===== config.mk =====
export PLATFORM = sky130hd
export DESIGN_NAME = axil_reg_if_rd
export DESIGN_NICKNAME = d
export VERILOG_FILES = /design/src/rtl/axil_reg_if_pkg.sv /design/src/rtl/axil_reg_if_timeout.sv /design/src/rtl/axil_reg_if_rd.sv
export SDC_FILE = /design/constraint.sdc
export NUM_CORES = 1
export LEC_CHECK = 0
export BUFFER_PORTS_ARGS = -buffer_cell sky130_fd_sc_hd__buf_2
export CAP_MARGIN = 20
export CORE_MARGIN = 4
export CORE_UTILIZATION = 35
export DETAILED_ROUTE_END_ITERATION = 7
export PLACE_DENSITY = 0.72
export SLEW_MARGIN = 20
export SYNTH_ARGS = -nofsm -noshare
export SYNTH_HDL_FRONTEND = slang
export SYNTH_SLANG_ARGS = --single-unit

===== constraint.sdc =====
create_clock -name clk -period 6.1 [get_ports clk]
set_clock_uncertainty 0.2 [all_clocks]
set_input_delay 1.22 -clock clk [delete_from_list [all_inputs] [get_ports clk]]
set_output_delay 1.22 -clock clk [all_outputs]
set_load 0.005 [all_outputs]

===== src/rtl/axil_reg_if_pkg.sv =====
// rtl/axil_reg_if_pkg.sv - shared response codes and state encoding for the AXI-lite register bridge
package axil_reg_if_pkg;

  localparam logic [1:0] RESP_OKAY   = 2'b00;
  localparam logic [1:0] RESP_SLVERR = 2'b10;

  typedef enum logic [1:0] {
    ST_IDLE = 2'd0,
    ST_READ = 2'd1,
    ST_RESP = 2'd2
  } rd_state_t;

endpackage


===== src/rtl/axil_reg_if_timeout.sv =====
// rtl/axil_reg_if_timeout.sv - load/decrement/zero-detect timeout counter shared by the read and write bridges
module axil_reg_if_timeout #(
  parameter int WIDTH = 2
) (
  input  logic             clk,
  input  logic             load,
  input  logic [WIDTH-1:0] load_value,
  input  logic             dec,
  output logic             zero
);

  // Deliberately unreset: it is always loaded before its value matters.
  logic [WIDTH-1:0] count;

  always_ff @(posedge clk) begin
    if (load) begin
      count <= load_value;
    end else if (dec && !zero) begin
      count <= count - 1'b1;
    end
  end

  assign zero = (count == '0);

endmodule


===== src/rtl/axil_reg_if_rd.sv =====
// rtl/axil_reg_if_rd.sv - AXI-lite read channel to register read strobe bridge with timeout
// Define AXIL_REG_IF_RD_SLVERR_EN to answer timed-out reads with SLVERR instead of OKAY.
module axil_reg_if_rd
  import axil_reg_if_pkg::*;
#(
  parameter int DATA_WIDTH = 32,
  parameter int ADDR_WIDTH = 32,
  parameter int TIMEOUT    = 4
) (
  input  logic                  clk,
  input  logic                  rst,
  input  logic [ADDR_WIDTH-1:0] s_axil_araddr,
  input  logic [2:0]            s_axil_arprot,
  input  logic                  s_axil_arvalid,
  output logic                  s_axil_arready,
  output logic [DATA_WIDTH-1:0] s_axil_rdata,
  output logic [1:0]            s_axil_rresp,
  output logic                  s_axil_rvalid,
  input  logic                  s_axil_rready,
  output logic [ADDR_WIDTH-1:0] reg_rd_addr,
  output logic                  reg_rd_en,
  input  logic [DATA_WIDTH-1:0] reg_rd_data,
  input  logic                  reg_rd_wait,
  input  logic                  reg_rd_ack
);

  localparam int CNT_W = (TIMEOUT > 1) ? $clog2(TIMEOUT) : 1;
  localparam logic [CNT_W-1:0] CNT_LOAD = CNT_W'(TIMEOUT - 1);

  rd_state_t state, state_next;
  logic      cnt_load, cnt_dec, cnt_zero;
  logic      capture, timeout;
  logic      unused_prot;

  assign unused_prot = ^s_axil_arprot;

  always_ff @(posedge clk) begin
    if (rst) begin
      state <= ST_IDLE;
    end else begin
      state <= state_next;
    end
  end

  // Ack wins over timeout; a held wait blocks both the decrement and the timeout.
  always_comb begin
    state_next = state;
    cnt_load   = 1'b0;
    cnt_dec    = 1'b0;
    capture    = 1'b0;
    timeout    = 1'b0;
    case (state)
      ST_IDLE: begin
        if (s_axil_arvalid) begin
          cnt_load   = 1'b1;
          state_next = ST_READ;
        end
      end
      ST_READ: begin
        if (reg_rd_ack) begin
          capture    = 1'b1;
          state_next = ST_RESP;
        end else if (!reg_rd_wait) begin
          if (cnt_zero) begin
            timeout    = 1'b1;
            state_next = ST_RESP;
          end else begin
            cnt_dec = 1'b1;
          end
        end
      end
      ST_RESP: begin
        if (s_axil_rready) begin
          state_next = ST_IDLE;
        end
      end
      default: state_next = ST_IDLE;
    endcase
  end

  axil_reg_if_timeout #(
    .WIDTH (CNT_W)
  ) u_timeout (
    .clk        (clk),
    .load       (cnt_load),
    .load_value (CNT_LOAD),
    .dec        (cnt_dec),
    .zero       (cnt_zero)
  );

  always_ff @(posedge clk) begin
    if (state == ST_IDLE && s_axil_arvalid && !rst) begin
      reg_rd_addr <= s_axil_araddr;
    end
  end

  always_ff @(posedge clk) begin
    if (rst) begin
      s_axil_rdata <= '0;
    end else if (capture) begin
      s_axil_rdata <= reg_rd_data;
    end else if (timeout) begin
      s_axil_rdata <= '0;
    end
  end

`ifdef AXIL_REG_IF_RD_SLVERR_EN
  logic [1:0] rresp_q;

  always_ff @(posedge clk) begin
    if (rst) begin
      rresp_q <= RESP_OKAY;
    end else if (capture) begin
      rresp_q <= RESP_OKAY;
    end else if (timeout) begin
      rresp_q <= RESP_SLVERR;
    end
  end

  assign s_axil_rresp = rresp_q;
`else
  assign s_axil_rresp = RESP_OKAY;
`endif

  // Handshake outputs are gated by rst so they are quiet for the whole reset pulse.
  assign s_axil_arready = (state == ST_IDLE) && !rst;
  assign s_axil_rvalid  = (state == ST_RESP) && !rst;
  assign reg_rd_en      = (state == ST_READ) && !rst;

endmodule

==> results of run 1 <==
## power by group through the flow
stage / combinational [µW] / clock, µW / sequential [µW]
5_1_grt: 89.5 / 403 / 514
6_report: 80.2 / 363 / 511
3_5_place_dp: 82.4 / 0 / 522
4_1_cts: 82.6 / 380 / 511
3_3_place_gp: 80.5 / 0 / 521
2_1_floorplan: 36.2 / 0 / 523
## through the flow
stage	total power, µW	hold slack, ns	std cells
after floorplan	559	0.247	142
after global placement	601	0.257	347
after detailed placement	604	0.259	347
after CTS	974	0.280	363
after global routing	1010	0.292	363
final	954	0.274	363
## critical path: cells and delay by family
kind                   cells  cell delay (ns)
buffers and inverters      2             0.30
AND/OR/NAND/NOR            1             0.19
## cell families (layout without fill, tap and decap cells)
kind of cell / Yosys count / after routing / synth area share
other cells: 1 / 2 / 0.00164
simple gates: 16 / 16 / 0.0502
fa+ha+maj: 2 / 2 / 0.0109
buf+inv: 13 / 157 / 0.0507
compound gates: 41 / 41 / 0.153
flops: 68 / 68 / 0.733
## worst min path at each step
stage	endpoint	slack, ns	cells after the start
after floorplan	u_timeout.count[0]	0.25	1
after global placement	s_axil_rdata[15]	0.26	1
after detailed placement	s_axil_rdata[6]	0.26	1
after CTS	s_axil_rdata[6]	0.28	1
after global routing	s_axil_rdata[17]	0.29	1
final	s_axil_rdata[11]	0.27	1
## registers in the layout, indices dropped and copies added, names as in the netlist
name / cells
s_axil_rdata: 32
u_timeout.count: 2
state: 2
reg_rd_addr: 32
## cells in the mapped netlist
| cell | count |
|---|---|
| dfxtp_1 | 36 |
| a22o_1 | 32 |
| edfxtp_1 | 32 |
| buf_6 | 8 |
| nand2b_1 | 4 |
| a31oi_1 | 3 |
| inv_1 | 3 |
| buf_4 | 2 |
| ha_1 | 2 |
| nor2_1 | 2 |
| nor3_1 | 2 |
| o22ai_1 | 2 |
| a21bo_2 | 1 |
| a21oi_1 | 1 |
| and2_1 | 1 |
| and2_4 | 1 |
| conb_1 | 1 |
| nand2_1 | 1 |
| nor2b_1 | 1 |
| nor2b_2 | 1 |
| nor3b_1 | 1 |
| nor3b_4 | 1 |
| nor4_2 | 1 |
| o21ba_2 | 1 |
| o2bb2ai_2 | 1 |
## layout make-up
cell class	instances	share of cell area
flip-flops and latches	68	0.528
repair buffers	138	0.218
clock buffers	10	0.0432
inverters	3	0.00354
clock inverters	6	0.0196
multi-input cells	61	0.157
well taps	77	0.0303
## routing by layer
| layer | share of wire | vias to the layer above | wire, µm |
|---|---|---|---|
| met1 | 0.41 | 737 | 2170 |
| li1 | - | 815 | - |
| met3 | 0.15 | 8 | 779 |
| met4 | 0.012 | 2 | 65 |
| met5 | 0.0030 | - | 16 |
| met2 | 0.43 | 103 | 2290 |
==> summary.md, run 1 <==
| Metric | Value |
|---|---|
| Busiest layer in global routing | met2 |
| P_leak | 0.00149 µW |
| Slowest-stage cell, CP | nor3b_1 |
| DP Wirelength | 4030 µm |
| Cells after Synth | 141 |
| PwrDens | 300 nW/µm² |
| HP Start | s_axil_rdata[11] |
| Sequential cell area | 1680 µm² |
| Top cell by count, worst path | buf_2 |
| Clk pwr share | 0.380 |
| Hold Fails Final Rpt | 0 |
| Antenna violations before repair | 1 |
| Port bufs | 136 |
| Seq pwr share | 0.536 |
| Worst slack, placed | 2.96 ns |
| Nets | 356 |
| Reg-to-Reg Start | state[0] |
| Last element of the critical path | s_axil_rvalid |
| Crit path from | rst |
| Grt met3 use | 0.0664 |
| Routability cong. | 0.749 |
| Clock Pin Slew Worst Setup and Hold Paths | 0.07 ns |
| Slew Limit Fails | 0 |
| Power Internal | 743 µW |
| Syn Std Cell Area | 2290 µm² |
| Req. time, crit path | 4.68 ns |
| Clk buf depth | 2 |
| CTS Hold Bufs | 0 |
| Residual DRC count | 0 |
| Htree depth | 3 |
| Syn Area/Cell | 16.3 µm² |
| DRT iter0 DRCs | 35 |
| CP max stage delay | 0.19 ns |
| Multi-input gate area | 499 µm² |
| RSZ-0062 raised after global routing | false |
| Post-route setup TNS | 0 ns |
| Register bit total from synthesis | 68 |
| Fin crit period | 3.13 ns |
| Crit Path Class | primary input to primary output |
| Worst setup EP type | primary output |
| Arr. time, crit path | 1.71 ns |
| Crit share post-route | 0.513 |
| Commonest non-fill, non-tap cell in the layout | buf_2 |
| DR vias | 1665 |
| Vias in the first global route | 1592 |
| GR Layer Usage met2 | 0.194 |
| Drt pass-1 iters | 4 |
| Die X | 89.0 µm |
| Initial Utilization | 0.361 |
| Register area share after synthesis | 0.733 |
| Most frequent cells in the layout | 136 x buf_2, 36 x dfxtp_1, 32 x a22o_1, 32 x edfxtp_1, 10 x clkbuf_8 |
| Worst-path fanout max | 7 |
| CTS buffer count | 9 |
| Maxcap violations | 0 |
| Pin count of the biggest net entering global routing | 33 |
| Resize count post-CTS | 0 |
| Share of cells above drive strength 1 | 0.559 |
| Post-synth top area cell | edfxtp_1 |
| HP Class | flip-flop to flip-flop |
| Critical path cell sequence | buf_2, nor3b_1, buf_2 |
| Number of setup buffers added after CTS | 0 |
| Share of the synthesized area in the top cell type | 0.419 |
| Final core occ | 0.501 |
| Tightest Pin Transition | 0.529 ns |
| R2r setup slk | 4.24 ns |
| Worst setup SP type | primary input |
| P_sw | 211 µW |
| Total routed wirelength | 5320 µm |
| Via density | 4.59 |
| Final setup margin | 2.97 ns |
| Diode count | 0 |
| Filler instances | 569 |
| TritonCTS clock tree | built |
| Logic pwr share | 0.084 |
| Switching share of total power | 0.221 |
| Peak Freq | 320 MHz |
| Die area | 7910 µm² |
| Ys Warns | 0 |
| I/O pin cnt | 142 |
| VDD IR max | 0.165 mV |
| Status | finished clean |
| Synth area leaders | edfxtp_1 42%, dfxtp_1 31%, a22o_1 12% |
| Area Growth Syn to Fin | 38.8% |
| GRT met1 Usage | 0.152 |
| Slew HR | 0.645 |
| Worst skew pair latency | 0.33 ns |
| Setup Viol. Count Final | 0 |
| Global Route Usage Sum | 0.127 |
| Global-route wire length before repair | 7560 µm |
| Sink count of the clock tree | 68 |
| Die Ht | 89.0 µm |
| R2R depth | 4 |
| Root buf cell | clkbuf_8 |
| DR WL/cell | 14.7 µm |
| Area after DPL | 2980 µm² |
| Total core area | 6350 µm² |
| Reg2Reg Capture Point | s_axil_rdata[10] |
| Grt ovf | 0 |
| Routed Antenna Nets | 0 |
| Design area | 3180 µm² |
| Yosys cell types | 25 |
| Rows | 29 |
No activity file was read; power rests on OpenSTA's default activity.
==> run 2, diff against run 1 <==
- clock period: 6.1 -> 2.9 ns (I/O delays scaled with it)
==> run 2 against run 1 <==
Against the previous run: critical path depth is 1 lower; critical endpoint is now reg_rd_en; global-route usage is 0.28 points lower; setup slack worse by 2.1 ns; clock-buffer cell count is 1 lower; first-iteration DRC count is 8.6% higher; die area stayed put; critical path type is now flip-flop to primary output; sequential share of layout area is 0.35 points lower; worst hold slack worse by 0.063 ns; sequential power is 110% higher.
==> summary.md, run 2 (same netlist as run 1, synthesis figures left out) <==
| Metric | Value |
|---|---|
| Fin crit period | 2.02 ns |
| Clock Pin Slew Worst Setup and Hold Paths | 0.08 ns (was 0.07 ns) |
| Antenna violations before repair | 1 (unchanged) |
| Slew HR | 0.654 (was 0.645) |
| Hold Fails Final Rpt | 0 (unchanged) |
| Sink count of the clock tree | 68 (unchanged) |
| Slew Limit Fails | 0 (unchanged) |
| Global-route wire length before repair | 7340 µm (was 7560 µm) |
| Diode count | 0 (unchanged) |
| DR WL/cell | 14.7 µm (about the same) |
| Filler instances | 552 (was 569) |
| Nets | 356 (unchanged) |
| Total core area | 6350 µm² (unchanged) |
| Root buf cell | clkbuf_8 (unchanged) |
| TritonCTS clock tree | built (unchanged) |
| Pin count of the biggest net entering global routing | 33 (unchanged) |
| Worst-path fanout max | 10 (was 7) |
| Vias in the first global route | 1581 (was 1592) |
| Total routed wirelength | 5330 µm (was 5320 µm) |
| Worst setup EP type | primary output (unchanged) |
| Maxcap violations | 0 (unchanged) |
| Grt ovf | 0 (unchanged) |
| Routed Antenna Nets | 0 (unchanged) |
| Htree depth | 3 (unchanged) |
| Final Non-Filler Cells | 363 (unchanged) |
| Number of setup buffers added after CTS | 0 (unchanged) |
| Crit Path Class | flip-flop to primary output (was primary input to primary output) |
| CTS Hold Bufs | 0 (unchanged) |
| CTS buffer count | 9 (unchanged) |
| RSZ-0062 raised after global routing | false (unchanged) |
| Initial Utilization | 0.361 (unchanged) |
| Clk buf depth | 2 (unchanged) |
| Largest registers | reg_rd_addr (32), s_axil_rdata (32) (unchanged) |
| Clk pwr share | 0.405 (was 0.380) |
| I/O pin cnt | 142 (unchanged) |
| Port bufs | 136 (unchanged) |
| DP Wirelength | 4040 µm (was 4030 µm) |
| Status | finished clean (unchanged) |
| Residual DRC count | 0 (unchanged) |
| P_leak | 0.00150 µW (was 0.00149 µW) |
| Global Route Usage Sum | 0.124 (was 0.127) |
| Most frequent cells in the layout | 136 x buf_2, 36 x dfxtp_1, 32 x a22o_1, 32 x edfxtp_1, 9 x clkbuf_8 (was 136 x buf_2, 36 x dfxtp_1, 32 x a22o_1, 32 x edfxtp_1, 10 x clkbuf_8) |
| Power Internal | 1630 µW (was 743 µW) |
| Worst skew pair latency | 0.33 ns (about the same) |
| Die Ht | 89.0 µm (unchanged) |
| Area Growth Syn to Fin | 39.8% (was 38.8%) |
| Placed Cells | 347 (unchanged) |
| Die area | 7910 µm² (unchanged) |
| Post-route setup TNS | 0 ns (unchanged) |
| Commonest non-fill, non-tap cell in the layout | buf_2 (unchanged) |
| Tightest Pin Transition | 0.516 ns (was 0.529 ns) |
| Overall Power | 2090 µW (was 954 µW) |
| Logic pwr share | 0.081 (was 0.084) |
| Worst setup SP type | flip-flop (was primary input) |
| Arr. time, crit path | 1.24 ns (was 1.71 ns) |
| HP Class | primary input to flip-flop (was flip-flop to flip-flop) |
| DR vias | 1664 (was 1665) |
| Resize count post-CTS | 0 (unchanged) |
| Setup Viol. Count Final | 0 (unchanged) |
| P_sw | 459 µW (was 211 µW) |
| Drt pass-1 iters | 4 (unchanged) |
| Die X | 89.0 µm (unchanged) |
| Req. time, crit path | 2.12 ns (was 4.68 ns) |
| Seq pwr share | 0.514 (was 0.536) |
| Switching share of total power | 0.220 (was 0.221) |
| Crit share post-route | 0.697 |
| Routability cong. | 0.739 (was 0.749) |
| Via density | 4.58 (was 4.59) |
| PwrDens | 653 nW/µm² (was 300 nW/µm²) |
| Rows | 29 (unchanged) |
| VDD IR max | 0.361 mV (was 0.165 mV) |
| Peak Freq | 494 MHz |
| DRT iter0 DRCs | 38 (was 35) |
| Share of cells above drive strength 1 | 0.563 (was 0.559) |
## run 2: worst paths after layout
| path | start | endpoint | slack (ns) | cells past startpoint |
|---|---|---|---|---|
| max | state[0] | reg_rd_en | 0.88 | 2 |
| min | s_axil_araddr[1] | reg_rd_addr[1] | 0.21 | 1 |
| max reg2reg | state[0] | s_axil_rdata[12] | 1.03 | 4 |
| min reg2reg | s_axil_rdata[17] | s_axil_rdata[17] | 0.27 | 1 |
## run 2: power by group through the flow
stage,combinational (µW),sequential (µW),clock (µW)
floorplan,76.2,1100,0
global placement,169,1100,0
detailed placement,173,1100,0
CTS,173,1080,876
global route,188,1080,925
finish,169,1080,848
## run 2: stage by stage
stage / util / instance area (µm²) / hold WS [ns] / setup slack [ns]
final: 0.505 / 3210 / 0.212 / 0.878
after global routing: 0.505 / 3210 / 0.181 / 0.798
after CTS: 0.505 / 3210 / 0.194 / 0.859
after detailed placement: 0.470 / 2980 / 0.259 / 0.874
after global placement: 0.470 / 2980 / 0.257 / 0.891
after floorplan: - / 2300 / 0.247 / 0.672
## run 2: cell type report
type	instances	area, µm²	share of cell area
Sequential cell	68	1680	0.525
Timing Repair Buffer	138	696	0.217
Multi-Input combinational cell	61	499	0.156
Clock buffer	9	124	0.0386
Clock inverter	7	97.6	0.0304
Tap cell	77	96.3	0.0301
Inverter	3	11.3	0.00351
## run 2: routing by layer
layer | wire (µm) | global-route usage | part of all wire
met4 | 29 | 0.0528 | 0.0054
met5 | 13 | 0 | 0.0024
met2 | 2330 | 0.189 | 0.44
met3 | 746 | 0.0599 | 0.14
met1 | 2210 | 0.151 | 0.42
## run 2: worst max-delay path: stages, from the launching register on
cell and delay (ns):
dfxtp_1 0.51, nor3b_4 0.25, buf_2 0.14
==> run 3, diff against run 2 <==
- PLACE_DENSITY: 0.72 -> 0.75
- clock period: 2.9 -> 1.72 ns (I/O delays scaled with it)
==> run 3 against run 2 <==
Against the previous run: non-clock buffer count is 38 higher; combinational power is 120% higher; sequential share of layout area decreased by 5.2 points; power rose by 57%; die area is the same; first-iteration DRC count up 110%; via count is 11% higher; clock power up 30%; largest cell class unchanged.
==> summary.md, run 3 (same netlist as run 1, synthesis figures left out) <==
| Metric | Value |
|---|---|
| Worst setup EP type | primary output (unchanged) |
| CTS buffer count | 9 (unchanged) |
| Min-Delay Endpoint | s_axil_rdata[23] (was reg_rd_addr[1]) |
| Global Route Usage Sum | 0.141 (was 0.124) |
| Root buf cell | clkbuf_8 (unchanged) |
| Filler instances | 518 (was 552) |
| Slew Limit Fails | 0 (unchanged) |
| Residual DRC count | 0 (unchanged) |
| Worst skew pair latency | 0.33 ns (about the same) |
| Seq pwr share | 0.551 (was 0.514) |
| Final setup margin | 0.0822 ns (was 0.878 ns) |
| Vias in the first global route | 1713 (was 1581) |
| Rows | 29 (unchanged) |
| Clk pwr share | 0.335 (was 0.405) |
| Most frequent cells in the layout | 136 x buf_2, 35 x dlygate4sd3_1, 34 x dfxtp_1, 32 x a22o_1, 32 x edfxtp_1 (was 136 x buf_2, 36 x dfxtp_1, 32 x a22o_1, 32 x edfxtp_1, 9 x clkbuf_8) |
| Drt pass-1 iters | 4 (unchanged) |
| I/O pin cnt | 142 (unchanged) |
| Arr. time, crit path | 1.09 ns (was 1.24 ns) |
| Routed Antenna Nets | 0 (unchanged) |
| P_sw | 771 µW (was 459 µW) |
| WHS | 0.0225 ns (was 0.212 ns) |
| Critical path cell sequence | nor3_1, buf_2 (was nor3b_4, buf_2) |
| R2R depth | 6 (was 4) |
| Grt ovf | 0 (unchanged) |
| Area Growth Syn to Fin | 55.6% (was 39.8%) |
| Htree depth | 3 (unchanged) |
| Power Internal | 2520 µW (was 1630 µW) |
| Initial Utilization | 0.361 (unchanged) |
| Share of cells above drive strength 1 | 0.515 (was 0.563) |
| Via density | 4.59 (was 4.58) |
| Largest registers | reg_rd_addr (32), s_axil_rdata (32) (unchanged) |
| DP Wirelength | 3900 µm (was 4040 µm) |
| Clock Pin Slew Worst Setup and Hold Paths | 0.07 ns (was 0.08 ns) |
| HP Class | primary input to flip-flop (unchanged) |
| Die area | 7910 µm² (unchanged) |
| Diode count | 0 (unchanged) |
| TritonCTS clock tree | built (unchanged) |
| Die Ht | 89.0 µm (unchanged) |
| Pin count of the biggest net entering global routing | 33 (unchanged) |
| Status | finished clean (unchanged) |
| Total core area | 6350 µm² (unchanged) |
| DRT iter0 DRCs | 80 (was 38) |
| R2r setup slk | 0.12 ns (was 1.03 ns) |
| Hold Path Cell Cnt | 2 (was 1) |
| DR WL/cell | 15.0 µm (was 14.7 µm) |
| Worst slack, placed | 0.0781 ns (was 0.874 ns) |
| Port bufs | 136 (unchanged) |
| Commonest non-fill, non-tap cell in the layout | buf_2 (unchanged) |
| PwrDens | 923 nW/µm² (was 653 nW/µm²) |
| Total routed wirelength | 6020 µm (was 5330 µm) |
| Antenna violations before repair | 0 (was 1) |
| Slowest-stage cell, CP | dfxtp_2 (was dfxtp_1) |
| DR vias | 1840 (was 1664) |
| Hold Fails Final Rpt | 0 (unchanged) |
| Maxcap violations | 0 (unchanged) |
| Reg-to-Reg Start | u_timeout.count[0] (was state[0]) |
| HP Start | reg_rd_data[23] (was s_axil_araddr[1]) |
| Post-route setup TNS | 0 ns (unchanged) |
| Largest delay share family, worst path | flip-flops (unchanged) |
| Peak Freq | 611 MHz |
| Worst-path fanout max | 7 (was 10) |
| Setup Viol. Count Final | 0 (unchanged) |
| Fin crit period | 1.64 ns |
| Nets | 394 (was 356) |
| Buffers and inverters on the worst path | 1 (unchanged) |
| VDD IR max | 0.524 mV (was 0.361 mV) |
| Logic pwr share | 0.114 (was 0.081) |
| P_leak | 0.00165 µW (was 0.00150 µW) |
| Die X | 89.0 µm (unchanged) |
| Crit Path Class | flip-flop to primary output (unchanged) |
| CP max stage delay | 0.36 ns (was 0.51 ns) |
| RSZ-0062 raised after global routing | false (unchanged) |
| Global-route wire length before repair | 8340 µm (was 7340 µm) |
| Routability cong. | 0.712 (was 0.739) |
| Crit share post-route | 0.952 |
| Sink count of the clock tree | 68 (unchanged) |
| Switching share of total power | 0.234 (was 0.220) |
| Clk buf depth | 2 (unchanged) |
| Worst setup SP type | flip-flop (unchanged) |
| Req. time, crit path | 1.18 ns (was 2.12 ns) |
| Reg2Reg Capture Point | s_axil_rdata[31] (was s_axil_rdata[12]) |
## run 3: cell count changes in the layout (fill, tap and decap cells not counted), sizes merged
cell,delta
buf,+3
bufinv,-2
clkbuf,+1
clkinv,+3
dlygate4sd3,+35
inv,-2
## run 3: cell type report
cell class / instances / area [µm²] / area share
Sequential cell: 68 / 1690 / 0.473
Timing Repair Buffer: 176 / 1090 / 0.305
Multi-Input combinational cell: 61 / 515 / 0.144
Clock buffer: 10 / 128 / 0.0358
Tap cell: 77 / 96.3 / 0.0270
Clock inverter: 6 / 42.5 / 0.0119
Inverter: 3 / 11.3 / 0.00316
## run 3: per-stage QoR
step	cell area [µm²]	power, µW	utilization	instances
2_1_floorplan	2300	1980	-	142
3_3_place_gp	3010	2140	0.475	349
3_5_place_dp	3010	2150	0.475	349
4_1_cts	3520	3320	0.555	398
5_1_grt	3570	3450	0.562	401
6_report	3570	3290	0.562	401
## run 3: routing by layer
layer | global-route usage | routed length (µm)
met5 | 0 | 0
met4 | 0.0447 | 55
met3 | 0.0562 | 817
met2 | 0.226 | 2720
met1 | 0.175 | 2430
## run 3: timing repair
action | CTS | global route
endpoints found under the setup margin | 2 | 3
endpoints found under the hold margin | 33 | 2
gates resized for setup | 4 | 3
pin swaps | 0 | 1
buffers inserted | 0 | 1
hold buffers | 33 | 2
## run 3: worst max-delay path by stage
stage / from / end / cells after the start
after floorplan: state[0] / reg_rd_addr[0] / 3
after CTS: state[0] / s_axil_rvalid / 3
after global routing: state[1] / s_axil_arready / 2
final: state[1] / s_axil_arready / 2
after global placement: u_timeout.count[0] / u_timeout.count[1] / 5
after detailed placement: u_timeout.count[0] / u_timeout.count[1] / 5
## run 3: power by group through the flow
stage,combinational [µW],sequential [µW],clock (µW)
global placement,297,1840,0
CTS,365,1810,1150
global route,414,1820,1220
finish,376,1810,1100
detailed placement,304,1850,0
floorplan,130,1850,0
